$ cat src/rtl/alu_pkg.sv
// Shared types for the ALU issue block: opcodes, issue FSM states and the flag bundle.
package alu_pkg;

    typedef enum logic [2:0] {
        OP_ADD = 3'b000,
        OP_SUB = 3'b001,
        OP_MUL = 3'b010,
        OP_DIV = 3'b011
    } opcode_t;

    typedef enum logic [1:0] {
        ST_IDLE = 2'd0,
        ST_EXEC = 2'd1,
        ST_RESP = 2'd2
    } state_t;

    // Bit order gives {N,Z,C,V} when the struct is used as a 4-bit vector.
    typedef struct packed {
        logic n;
        logic z;
        logic c;
        logic v;
    } flags_t;

endpackage

$ cat src/rtl/alu_issue.sv
// Initiator side of the ALU operand/result interface: one operation in flight at a time.
// Optional ALU_DIV0_TRAP_EN: reject DIV with a zero divisor on the error path instead of issuing it.
module alu_issue
    import alu_pkg::*;
#(
    parameter int WIDTH = 64
) (
    input  logic             clk,
    input  logic             reset,
    input  logic             req_valid,
    output logic             req_ready,
    input  logic [2:0]       req_opcode,
    input  logic [WIDTH-1:0] req_a,
    input  logic [WIDTH-1:0] req_b,
    output logic [WIDTH-1:0] alu_a,
    output logic [WIDTH-1:0] alu_b,
    output logic [2:0]       alu_opcode,
    input  logic [WIDTH-1:0] alu_c,
    input  logic             alu_fz,
    input  logic             alu_fc,
    input  logic             alu_fn,
    input  logic             alu_fv,
    output logic             resp_valid,
    input  logic             resp_ready,
    output logic [WIDTH-1:0] resp_data,
    output logic [3:0]       resp_flags,
    output logic             resp_err,
    output logic [3:0]       flags_q
);

    state_t           state_reg;
    logic [WIDTH-1:0] alu_a_reg;
    logic [WIDTH-1:0] alu_b_reg;
    logic [2:0]       alu_opcode_reg;
    logic [WIDTH-1:0] resp_data_reg;
    flags_t           resp_flags_reg;
    logic             resp_err_reg;
    logic             resp_valid_reg;
    flags_t           flags_q_reg;
    flags_t           alu_flags;
    logic             req_reject;

    assign alu_flags = '{n: alu_fn, z: alu_fz, c: alu_fc, v: alu_fv};

    always_comb begin
        req_reject = req_opcode[2];
`ifdef ALU_DIV0_TRAP_EN
        if (req_opcode == 3'(OP_DIV) && req_b == '0) begin
            req_reject = 1'b1;
        end
`endif
    end

    always_ff @(posedge clk) begin
        if (reset) begin
            state_reg      <= ST_IDLE;
            alu_a_reg      <= '0;
            alu_b_reg      <= '0;
            alu_opcode_reg <= '0;
            resp_data_reg  <= '0;
            resp_flags_reg <= '0;
            resp_err_reg   <= 1'b0;
            resp_valid_reg <= 1'b0;
            flags_q_reg    <= '0;
        end else begin
            case (state_reg)
                ST_IDLE: begin
                    if (req_valid) begin
                        alu_a_reg      <= req_a;
                        alu_b_reg      <= req_b;
                        alu_opcode_reg <= req_opcode;
                        if (req_reject) begin
                            // Rejected requests skip EXEC; the response is ready next cycle.
                            resp_err_reg   <= 1'b1;
                            resp_data_reg  <= '0;
                            resp_flags_reg <= '0;
                            resp_valid_reg <= 1'b1;
                            state_reg      <= ST_RESP;
                        end else begin
                            state_reg      <= ST_EXEC;
                        end
                    end
                end
                ST_EXEC: begin
                    resp_data_reg  <= alu_c;
                    resp_flags_reg <= alu_flags;
                    resp_err_reg   <= 1'b0;
                    flags_q_reg    <= alu_flags;
                    resp_valid_reg <= 1'b1;
                    state_reg      <= ST_RESP;
                end
                ST_RESP: begin
                    if (resp_ready) begin
                        resp_valid_reg <= 1'b0;
                        state_reg      <= ST_IDLE;
                    end
                end
                default: begin
                    resp_valid_reg <= 1'b0;
                    state_reg      <= ST_IDLE;
                end
            endcase
        end
    end

    // Ready only in IDLE, and forced low while reset is asserted.
    assign req_ready  = (state_reg == ST_IDLE) && !reset;
    assign alu_a      = alu_a_reg;
    assign alu_b      = alu_b_reg;
    assign alu_opcode = alu_opcode_reg;
    assign resp_valid = resp_valid_reg;
    assign resp_data  = resp_data_reg;
    assign resp_flags = resp_flags_reg;
    assign resp_err   = resp_err_reg;
    assign flags_q    = flags_q_reg;

endmodule

$ cat config.mk
export PLATFORM = sky130hd
export DESIGN_NAME = alu_issue
export DESIGN_NICKNAME = d
export VERILOG_FILES = /design/src/rtl/alu_pkg.sv /design/src/rtl/alu_issue.sv
export SDC_FILE = /design/constraint.sdc
export NUM_CORES = 1
export LEC_CHECK = 0
export CAP_MARGIN = 20
export CORE_AREA = 2 2 159 161
export DETAILED_ROUTE_END_ITERATION = 10
export DIE_AREA = 0 0 161 163
export HOLD_SLACK_MARGIN = 0.08
export PLACE_DENSITY = 0.76
export SLEW_MARGIN = 25
export SYNTH_ARGS = -nofsm -noshare
export SYNTH_HDL_FRONTEND = slang
export SYNTH_SLANG_ARGS = --single-unit
$ cat constraint.sdc
create_clock -name clk -period 1.39 [get_ports clk]
set_input_delay 0.278 -clock clk [delete_from_list [all_inputs] [get_ports clk]]
set_output_delay 0.278 -clock clk [all_outputs]
set_load 0.01 [all_outputs]
==> impl_metrics.toml <==
[run_status]
status = "finished, violations left"
violations = "setup timing"

[cells_and_area]
final_util = 0.5694
n_antenna_cell = 0
syn2layout_area_growth_pct = 104.4
nets = 1411
final_area_sq_um = 14050
drive_above_1_share = 0.4093

[global_routing]
grt_max_degree = 88
antenna_found_initial = 0
grt_pass1_vias = 7471
grt_pass1_wl_mm = 40.77
overflow = 0
groute.usage.overall = 0.1923

[detailed_routing]
via_per_inst = 4.740
drt_iter0_drc = 463
vias = 7366
antenna_left = 0
drt_pass1_iterations = 4
wl_per_cell_um = 18.50
drc = 0
routed_wl_mm = 28.75

[timing]
fin_crit_ns = 1.616
relSlewSlack = 0.5085
rsz0062_at_grt = "yes"
tns_ns = -30.34
layout_setup_ws_ns = -0.2264
clock_skew_ns = 0.006160
slew_viol_final = 0
fmax_mhz = 618.7
worst_slew_pin_slew_ns = 0.7373
hold_viol = 0
setup_viol = 221
finalCritPeriodShare = 1.163

[synthesis]
yosys-top-cells-area = "dfxtp_1 60%, nand2_1 15%, a21oi_1 10%"
synthCells = 759
synth_most_common_cell = "nand2_1"
synth-async-reset-ratio = 0
ys.flop_type = "dfxtp_1"
netlist_area_sq_um = 6873
synth_nets = 962
synth_edf_count = 0
ys_ff_latch = 207
synth_top_area_frac = 0.6029
seq_area_frac_synth = 0.6029
synth_top_area_cell = "dfxtp_1"
synth_common_cells = "271 x nand2_1, 207 x dfxtp_1, 138 x a21oi_1"
yosys_warnings = 0
avgSynthCellArea_sq_um = 9.055
ys_types = 21

[pwr]
p_int_mw = 11.65
clkPwrFrac = 0.388
seqPwrFrac = 0.412
p_comb_frac = 0.200
vdd_drop_max_mv = 0.7654
p_total_mw = 15.77
p_per_area_nw_per_um2 = 1123
p_sw_mw = 4.128
total_leakage_power_nw = 5.753
switching_share = 0.2617

[worst_setup_path]
cp_max_fo = 6
start_kind = "register"
crit_required_ns = 1.74
cp.arrival_ns = 1.97
end_kind = "register"
reg2regPathDepth = 7
r2r_slack_ns = -0.23
crit_type = "register to register"
cp-startpoint = "state_reg[0]"
critPathCapture = "alu_b[57]"
reg2reg_to = "alu_b[57]"
timing.rr.start = "state_reg[0]"

[floorplanning]
die_y_um = 163
ios = 409
coreArea_sq_um = 24670
die_x_um = 161
std_cell_rows = 58
initial_core_util = 0.2785
dieArea_sq_um = 26240

[cts]
clk_pin_slew_ns = 0.06
cts.sinks = 207
htree_levels = 1
clock_path_buffers = 3
clock_latency_ns = 0.51
cts_root_buf = "clkbuf_16"
cts-buffers-inserted = 24
cts_tree = "done"

[placed_design]
hpwl_mm = 16.14
portBuffers = 408
place.gp.congestion = 0.7906
placed_area_sq_um = 11340

[run]
drv_cap = 0

[worst_hold_path]
min_path_type = "primary input to register"
-- worst min-delay path by stage --
stage / from / end / cells after the start
2_1_floorplan: req_opcode[2] / state_reg[0] / 1
3_3_place_gp: alu_b[15] / alu_b[15] / 2
3_5_place_dp: alu_b[34] / alu_b[34] / 2
4_1_cts: req_a[49] / alu_a[49] / 3
5_1_grt: req_b[55] / alu_b[55] / 3
6_report: req_b[38] / alu_b[38] / 3
-- critical path, cell delays in order, from the launching register on --
cell	delay, ns
dfxtp_4	0.35
buf_6	0.11
or3b_4	0.43
buf_12	0.17
buf_8	0.13
buf_16	0.15
nand2_4	0.06
a21oi_2	0.05
-- power by group through the flow --
stage	Sequential (mW)	Clock, mW	Combinational (mW)
global route	6.52	6.53	3.33
finish	6.49	6.13	3.15
global placement	6.53	0	2.25
floorplan	6.67	0	0.698
CTS	6.46	6.26	2.90
detailed placement	6.54	0	2.28
-- kinds of logic after synthesis --
| group | count (synthesis) | synth area share |
|---|---|---|
| simple gates | 281 | 0.1578 |
| compound gates | 209 | 0.1902 |
| flops | 207 | 0.6029 |
| buf+inv | 62 | 0.04897 |
-- cell type report --
class,instances,area [sq um]
sequential,207,4185
multi-input combinational,490,3462
clock inverter,6,68.82
tap,330,412.9
inverter,1,3.754
timing repair buffer,484,5220
fill,1977,10620
clock buffer,36,696.9
-- layout by cell type (no fill, tap or decap), drive strengths merged --
| master | n |
|---|---|
| nand2 | 271 |
| dfxtp | 207 |
| clkdlybuf4s50 | 201 |
| clkdlybuf4s15 | 157 |
| a21oi | 138 |
| buf | 92 |
| clkbuf | 69 |
| a22o | 68 |
| nor3 | 3 |
| clkinv | 3 |
| inv | 2 |
| nor3b | 1 |
| or3b | 1 |
| nand2b | 1 |
| nor2 | 1 |
| o21ba | 1 |
| nor2b | 1 |
| a31oi | 1 |
| or2 | 1 |
| o21ai | 1 |
| or3 | 1 |
| clkinvlp | 1 |
| bufinv | 1 |
| dlygate4sd3 | 1 |
-- layer usage --
layer  vias up  routed length [um]  track usage
met4         0                1173      0.08076
met3        81                2154      0.05271
li1       3456                   -            -
met5         -                   0            0
met1      3506               11740       0.2361
met2       323               13690       0.3186
-- what timing repair did --
action                                 4_1_cts  5_1_grt
resized for setup                          762      207
hold buffers                                 1        0
pin swaps                                  105       90
endpoints found under the hold margin        1        0
setup buffers                               21        9
setup endpoints to repair                  395      348
cloned                                      18       11
-- metrics by stage --
step	hold WS, ns	instances	setup slack, ns
floorplan	0.3573	759	0.004282
global placement	0.4369	1462	-0.4504
detailed placement	0.4443	1462	-0.4885
CTS	0.2862	1544	-0.1974
global route	0.3067	1554	-0.2903
finish	0.3124	1554	-0.2264
Note: power is estimated with default switching activity, not from simulation.
==> patch (config.mk and constraints unchanged) <==
Reset style: asynchronous (`reset`), changed in one clocked block.
--- a/src/rtl/alu_issue.sv
+++ b/src/rtl/alu_issue.sv
@@ -53,3 +53,3 @@
 
-    always_ff @(posedge clk) begin
+    always_ff @(posedge clk or posedge reset) begin
         if (reset) begin
Function: differs if reset is asserted again (counterexample within 4 cycles, from zero or initial values and one cycle with reset high); with reset held inactive, the same outputs for 4 cycles.
==> patch against the original RTL <==
  * Routed wire length down 0.13%
  * Setup slack lost 0.073 ns
  * Highest routed layer is now met5
  * Cell area increased by 3.8%
  * Sequential cell count stayed put
  * Synthesized cell count decreased by 11%
  * First-iteration DRC count down 28%
  * Synthesized area up 25%
  * The flow still finishes with violations (setup timing)
  * Global-route usage is 1.3 points higher
Power is not compared: it rests on default switching activity, and its combinational part moved more than twofold at a synthesized area within 25%.
==> patch: results (changes against the original RTL) <==
| Metric | Value |
|---|---|
| Postcts setup bufs | `63 (+200%)` |
| FF-to-FF End | `alu_b[37]` |
| Final nets | `1384 (-1.9%)` |
| First-pass GRT wire length | `42460 um (+4.1%)` |
| Status | `finished, violations left` |
| Ys async rst share | `100.0% (+100 points)` |
| Total Routing Usage GR | `20.49% (+1.3 points)` |
| Final setup margin | `-0.2998 ns (-0.07344 ns)` |
| Worst-path maximum fanout | `18 (+12)` |
| Crit path launch | `state_reg[1]` |
| Top post-synthesis cells by area | `dfrtp_1 (60%), mux2_1 (10%), mux2_2 (7.0%)` |
| Total power | `0.02629 W` |
| Starting DRT DRC Count | `332 (-28%)` |
| WL final | `28720 um (-0.13%)` |
| Share of cells above drive strength 1 | `42.52% (+1.6 points)` |
| Seq/Total Area, Yosys | `60.46% (+0.17 points)` |
| Synth Area in Compound Gates | `6.762% (-12 points)` |
| HP Class | `primary input to asynchronous set/reset pin` |
| Tightest Pin Transition | `0.3156 ns (-0.4217 ns)` |
| Final Setup Violations | `139 (-37%)` |
| F_max | `591.8 MHz (-4.3%)` |
| Filler cells | `2011 (+1.7%)` |
| Slowest CP cell | `dfrtp_4` |
| Cell depth of the worst flop-to-flop path | `5 (-2)` |
| Library cells used by synthesis | `23 (+9.5%)` |
| Initial antenna violation count | `3 (+3)` |
| Vias in the first global route | `7472 (+0.013%)` |
| Vias per inst | `4.728 (-0.26%)` |
| Max incr delay on CP | `0.52 ns (+0.09 ns)` |
| WP data arrival | `2.09 ns (+0.12 ns)` |
| Failing checks | `setup timing` |
| Crit-path leading delay family | `flip-flops` |
| Pre-CTS WS | `-0.5502 ns (-0.06166 ns)` |
patch: final cells by class:
type                            instances  share of cell area, %
Antenna cell                            2                0.03432
Clock buffer                           29                  4.375
Clock inverter                         12                  1.175
Inverter                               70                  1.827
Multi-Input combinational cell        350                  23.13
Sequential cell                       207                  35.55
Tap cell                              330                  2.831
Timing Repair Buffer                  529                  31.07
patch: worst register-to-register path: stages, from the launching register on:
cell and delay (ns):
dfrtp_4 0.52, nor3b_4 0.25, buf_6 0.14, buf_16 0.14
buf_12 0.20, mux2_4 0.33
patch: through the flow:
step,utilization [%],instances
3_3_place_gp,55.84,1410
6_report,59.11,1529
5_1_grt,59.11,1529
4_1_cts,58.03,1518
3_5_place_dp,55.84,1410
2_1_floorplan,-,673
patch: metal layers:
layer	up-vias	track usage [%]	share of wire [%]
met3	47	6.061	8.1
met5	-	0	0.049
li1	3321	-	-
met1	3571	24.70	39
met2	288	35.70	50
met4	2	5.844	2.2
